[src/rtl/regfile_nport.sv]
// Parametrised register file: one write port and NREAD registered read ports with valid flags.
// Optional hard-wired zero register and optional same-edge write-to-read bypass.
module regfile_nport #(
    parameter int WIDTH    = 32,
    parameter int DEPTH    = 32,
    parameter int NREAD    = 2,
    parameter bit ZERO_REG = 1'b1,
    parameter bit BYPASS   = 1'b1,
    localparam int ADDR_W  = $clog2(DEPTH)
) (
    input  logic                    clk,
    input  logic                    reset,
    input  logic                    wr_en,
    input  logic [ADDR_W-1:0]       wr_addr,
    input  logic [WIDTH-1:0]        wr_data,
    input  logic [NREAD-1:0]        rd_en,
    input  logic [NREAD*ADDR_W-1:0] rd_addr,
    output logic [NREAD*WIDTH-1:0]  rd_data,
    output logic [NREAD-1:0]        rd_valid
);

    // One extra bit so that a power-of-two DEPTH is representable for range checks.
    localparam logic [ADDR_W:0] DEPTH_C = (ADDR_W+1)'(DEPTH);

    logic [WIDTH-1:0] mem_q [DEPTH];
    logic             wr_in_range_s;
    logic             wr_legal_s;

    assign wr_in_range_s = ({1'b0, wr_addr} < DEPTH_C);
    assign wr_legal_s    = wr_en & wr_in_range_s & ~(ZERO_REG & (wr_addr == {ADDR_W{1'b0}}));

    // Storage array: cleared on reset, updated only by legal writes.
    always_ff @(posedge clk or posedge reset) begin
        if (reset) begin
            for (int k = 0; k < DEPTH; k++) begin
                mem_q[k] <= {WIDTH{1'b0}};
            end
        end else if (wr_legal_s) begin
            mem_q[wr_addr] <= wr_data;
        end
    end

    for (genvar i = 0; i < NREAD; i++) begin : g_rd
        logic [ADDR_W-1:0] addr_s;
        logic              in_range_s;
        logic [WIDTH-1:0]  data_d;
        logic [WIDTH-1:0]  data_q;
        logic              valid_d;
        logic              valid_q;

        assign addr_s     = rd_addr[i*ADDR_W +: ADDR_W];
        assign in_range_s = ({1'b0, addr_s} < DEPTH_C);

        // Read source priority: zero register, out of range, bypassed write, stored word.
        always_comb begin
            data_d  = data_q;
            valid_d = 1'b0;
            if (rd_en[i]) begin
                valid_d = 1'b1;
                if (ZERO_REG && (addr_s == {ADDR_W{1'b0}})) begin
                    data_d = {WIDTH{1'b0}};
                end else if (!in_range_s) begin
                    data_d = {WIDTH{1'b0}};
                end else if (BYPASS && wr_legal_s && (wr_addr == addr_s)) begin
                    data_d = wr_data;
                end else begin
                    data_d = mem_q[addr_s];
                end
            end else begin
                data_d  = data_q;
                valid_d = 1'b0;
            end
        end

        // Per-port output registers; reset drops any read in flight.
        always_ff @(posedge clk or posedge reset) begin
            if (reset) begin
                data_q  <= {WIDTH{1'b0}};
                valid_q <= 1'b0;
            end else begin
                data_q  <= data_d;
                valid_q <= valid_d;
            end
        end

        assign rd_data[i*WIDTH +: WIDTH] = data_q;
        assign rd_valid[i]               = valid_q;
    end

endmodule
[config.mk]
export PLATFORM = sky130hd
export DESIGN_NAME = regfile_nport
export DESIGN_NICKNAME = d
export VERILOG_FILES = /design/src/rtl/regfile_nport.sv
export SDC_FILE = /design/constraint.sdc
export NUM_CORES = 2
export LEC_CHECK = 0
export CORE_ASPECT_RATIO = 1.2
export CORE_MARGIN = 1
export CORE_UTILIZATION = 35
export CTS_CLUSTER_SIZE = 28
export DETAILED_ROUTE_END_ITERATION = 7
export PLACE_DENSITY = 0.53
export SYNTH_ARGS = -nofsm -noshare
export SYNTH_HDL_FRONTEND = slang
export SYNTH_SLANG_ARGS = --single-unit
[constraint.sdc]
create_clock -name clk -period 45.6 [get_ports clk]
set_input_delay 9.12 -clock clk [delete_from_list [all_inputs] [get_ports clk]]
set_output_delay 9.12 -clock clk [all_outputs]
set_load 0.05 [all_outputs]
# Yosys cells after proc, flatten, opt, wreduce, memory -nomap -nowiden
# Index checks and enable logic that the tools add are counted.
# Widths: inputs -> output; s select.
# word_totals
register_bits	1090
inputBits	52
output_inout_bits	66
# classes
n_lt_le_gt_ge	4
n_eq_ne	2
muxes	15
bitwise	5
reduce_logical	6
# ops
cell	n
$bwmux 1024	1
$bmux 32 s5	2
$mux 32	9
$demux 32 s5	1
$ge 6x6->1 const B	3
$not 5->6	3
$logic_not 5->1	3
$eq 5x5->1	2
$lt 6x1->1 const B	1
$logic_and 1x1->1	3
$mux 1	2
$and 1x1->1	1
$not 1->1	1

# Longest topological paths before layout
# logic_depth
depth_word	6
depth_mapped	9
depth_no_buf	5

# Worst setup path before layout
# Ideal clock, no wire load.
# synth_path
path_type	input to register
startpoint	input port rd_addr[2]
endpoint	register g_rd[0].data_q[0]
setup_time_ps	138
t_arrival_ps	10995
required_ps	45462
setup_slack_ps	34466
path_stages	9
path_buffers	4
path_cell_list	buf_2 buf_2 clkbuf_1 buf_2 mux4_2 a22oi_1 nand2_1 a222oi_1 o21ai_0
# synth_via
elab_chain_cells	6
# synth_rtl
element	line	text
start: declaration	17	input logic [NREAD*ADDR_W-1:0] rd_addr,
$not 5->6 (not written as such)	67	data_d = mem_q[addr_s];
$bmux 32 s5	67	
$mux 32 (not written as such) (2 in a row)	67	
$mux 32	64	end else if (BYPASS && wr_legal_s && (wr_addr == addr_s)) begin
$mux 32 (*)	60	if (ZERO_REG && (addr_s == {ADDR_W{1'b0}})) begin
end signal: assignment	78	data_q <= {WIDTH{1'b0}};
end signal: assignment	81	data_q <= data_d;
end: declaration	47	logic [WIDTH-1:0] data_q;
# Every way passes the cells marked *; elsewhere a longest branch is shown, timed or not. The select of a mux whose other input is x is not followed.
# A chain may end at the register's enable or synchronous reset.

# Worst setup path in the final report
# layout_path
startpoint	input port rd_addr[2]
endpoint	register g_rd[0].data_q[2]
# The elaborated chain is that of the path after synthesis.

==> key figures <==
Cells and area
  – Seq. cell area: 27280 µm²
  – Layout cells sized above 1: 45.95%
  – Finished Core Util: 39.68%
  – # fillers: ~15000
  – Footprint of the multi-input gates: 27780 µm²
  – Area Overhead vs Synth: 12.48%
  – Layout Nets: 3747

Setup path
  – Critical Path Sink Type: flip-flop
  – Setup CP Type: primary input to flip-flop
  – CP max FO: 73
  – Crit path DAT: 13.30 ns
  – Worst Setup Start Kind: primary input
  – WP data required: 46.19 ns

Power and ir drop
  – Sequential share of power: 44.8%
  – P_sw: 0.8254 mW
  – Comb pwr share: 20.7%
  – Sw Share: 28.58%
  – PwrDens: between 40 and 50 nW/µm²
  – Final Total Pwr: 2.888 mW
  – Clk pwr share: 34.5%
  – Internal: 2.063 mW
  – Leak: 27.45 nW
  – VDD IR max: 37.03 µV

Timing
  – Max frequency: 78.67 MHz
  – Fin crit share: 27.88%
  – Max Clock Skew: 0.02889 ns
  – Setup TNS Final: 0 ns
  – Final min period: 12.71 ns
  – Slew headroom: 11.33%
  – Final Hold Fails: 0
  – Max Slew Vio Count: 0
  – RSZ-0062 raised after global routing: no
  – Worst-margin pin slew: 1.326 ns
  – # setup viols final: 0

Clock network
  – Worst-Skew Late Latency: 0.74 ns
  – CTS Buf Count: approximately 110
  – Clk pin slew, worst setup/hold paths: around 0.06 ns
  – TritonCTS clock tree: done
  – CTS Hold Bufs: 0
  – Root buffer cell: clkbuf_16
  – CTS resizes: 0
  – Max Root-Sink Buffers: 3
  – CTS sink count: about 1100
  – H-tree levels: 3
  – Post CTS Setup Buffer Count: 0

Detailed routing
  – DR pass1 iterations: 8
  – DRT Wirelength: a little under 200000 µm
  – DRC: 20
  – Total number of vias: between 30000 and 40000
  – Post-route antenna net violation count: 0
  – Via density: 6.095
  – Routed len/inst: 33.49 µm
  – Starting DRT DRC Count: 3101

Yosys
  – Synth Flop Type: dfrtp_1
  – Share of the synthesized area in the top cell type: between 40% and 50%
  – Avg Cell Area, Syn: 14.94 µm²
  – Post-synth EDFFs: 0
  – Cell Area, Synth: between 50000 and 60000 µm²
  – Count leader, synth: dfrtp_1
  – Area leader, netlist: dfrtp_1
  – Register bit total from synthesis: approximately 1100
  – Syn_nets: 3848
  – Cells taking the most area after synthesis: dfrtp_1, mux4_2, mux2_2
  – Commonest cells in the netlist: dfrtp_1, mux2_2, mux4_2
  – Post-synthesis async set-or-reset flop share: between 90% and 100%
  – Cells after Synth: 3796
  – Yosys Warn Count: 0
  – Post-synthesis cell type count: 49
  – Sequential area share after synthesis: about half

Outcome
  – Status: finished with violations
  – Violated checks: DRC

Floorplan
  – Core ar.: ~160000 µm²
  – Die height: 443.0 µm
  – Boundary Pins: 118
  – Die area: 163700 µm²
  – Die Wd: 369.5 µm
  – Initial Util: 35.28%
  – Rows: ~160

Global route
  – Pin count of the biggest net entering global routing: 120
  – GRT overflow: 0
  – Vias in the first global route: 37370
  – Initial antenna violation count: 14
  – First-pass GRT wire length: 286400 µm
  – Gr usage total: 24.26%

Job
  – # Max-Cap Violations: 0

Placement
  – GPL Wtd Cong: 0.7892
  – Port buffer count: 117
  – Final HPWL from detailed placement: 110600 µm

Worst hold path
  – Tightest Hold Check Type: flip-flop to flip-flop
[placed cells by master, fill, tap and decap left out, drive strengths merged, types with 4 or more instances in the layout]
cell type	synthesis	layout
bufinv	0	13
o221ai	19	19
clkdlybuf4s50	0	107
o22ai	33	33
a222oi	32	32
mux2i	216	216
diode	0	6
o22a	19	19
clkbuf	266	164
nor2	40	40
a211oi	21	21
a21oi	42	42
inv	37	42
dfrtp	1090	1090
mux2	992	992
nand3b	5	5
xor2	8	8
or2	4	4
nand3	14	14
clkinv	0	31
mux4	464	464
nor2b	37	37
o21ai	35	35
a22oi	116	116
buf	172	113
a221oi	20	20
nand2	61	61
o41ai	20	20
[per-stage QoR]
stage	area [µm²]	hold slack, ns	setup slack, ns	std cells
floorplan	56710	0.4413	5.792	3796
detailed placement	59820	0.3833	32.17	5698
global placement	59820	0.3788	32.22	5698
CTS	63780	0.3977	32.97	5910
finish	63790	0.3943	32.89	5916
global route	63780	0.4035	32.60	5912
[kinds of logic (layout without fill, tap and decap cells)]
kind of cell | count (synthesis) | in the layout | synth area share, %
AND/OR/NAND/NOR | 184 | 184 | 1.615
flip-flops | 1090 | 1090 | 48.09
multiplexers | 1672 | 1672 | 41.93
XOR/XNOR | 10 | 10 | 0.1544
buffers and inverters | 475 | 470 | 3.448
other | 0 | 6 | 0
AO/OA/AOI/OAI | 365 | 365 | 4.754
[sequential cells by signal (all words and copies together) (netlist names)]
register and count:
g_rd.data_q 64, mem_q 1024, g_rd.valid_q 2
[per-layer routing]
metal  global-route usage (%)  vias up  share of wire, %
met5                        0        -            0.0061
met4                    8.305        2               3.2
met3                    3.890      317               6.3
met2                    38.39     1334                47
met1                    33.73    19910                43
li1                         -    14490                 -
[critical path, cell delays in order]
cell	delay, ns
buf_8	0.53
buf_4	0.60
buf_4	0.78
buf_4	0.88
mux4_2	0.43
a22oi_1	0.21
nand2_1	0.09
a222oi_1	0.31
o21ai_0	0.15
[worst paths after layout]
kind,start,to,slack (ns),cells past startpoint
worst max register to register,mem_q[128],g_rd[1].data_q[0],43.54,5
min in group asynchronous,reset,mem_q[807],8.97,2
worst min register to register,mem_q[993],mem_q[993],0.39,0
worst min-delay path,mem_q[993],mem_q[993],0.39,0
worst max-delay path,rd_addr[2],g_rd[0].data_q[2],32.89,9
max in group asynchronous,reset,mem_q[467],33.19,5
[power groups by stage]
stage | clock network [mW] | logic, mW | registers (mW)
2_1_floorplan | 0 | 0.426 | 1.29
3_3_place_gp | 0 | 0.591 | 1.31
3_5_place_dp | 0 | 0.600 | 1.31
4_1_cts | 1.02 | 0.602 | 1.29
5_1_grt | 1.05 | 0.638 | 1.32
6_report | 0.996 | 0.598 | 1.29
[final cells by class]
type / instances / share of cell area (%)
Clock buffer: 163 / 5.215
Antenna cell: 6 / 0.02354
Sequential cell: 1090 / 42.76
Timing Repair Buffer: 221 / 3.085
Inverter: 37 / 0.2295
Multi-Input combinational cell: 2231 / 43.54
Clock inverter: 49 / 0.9885
Tap cell: 2119 / 4.156
Note: power is estimated with default switching activity, not from simulation.
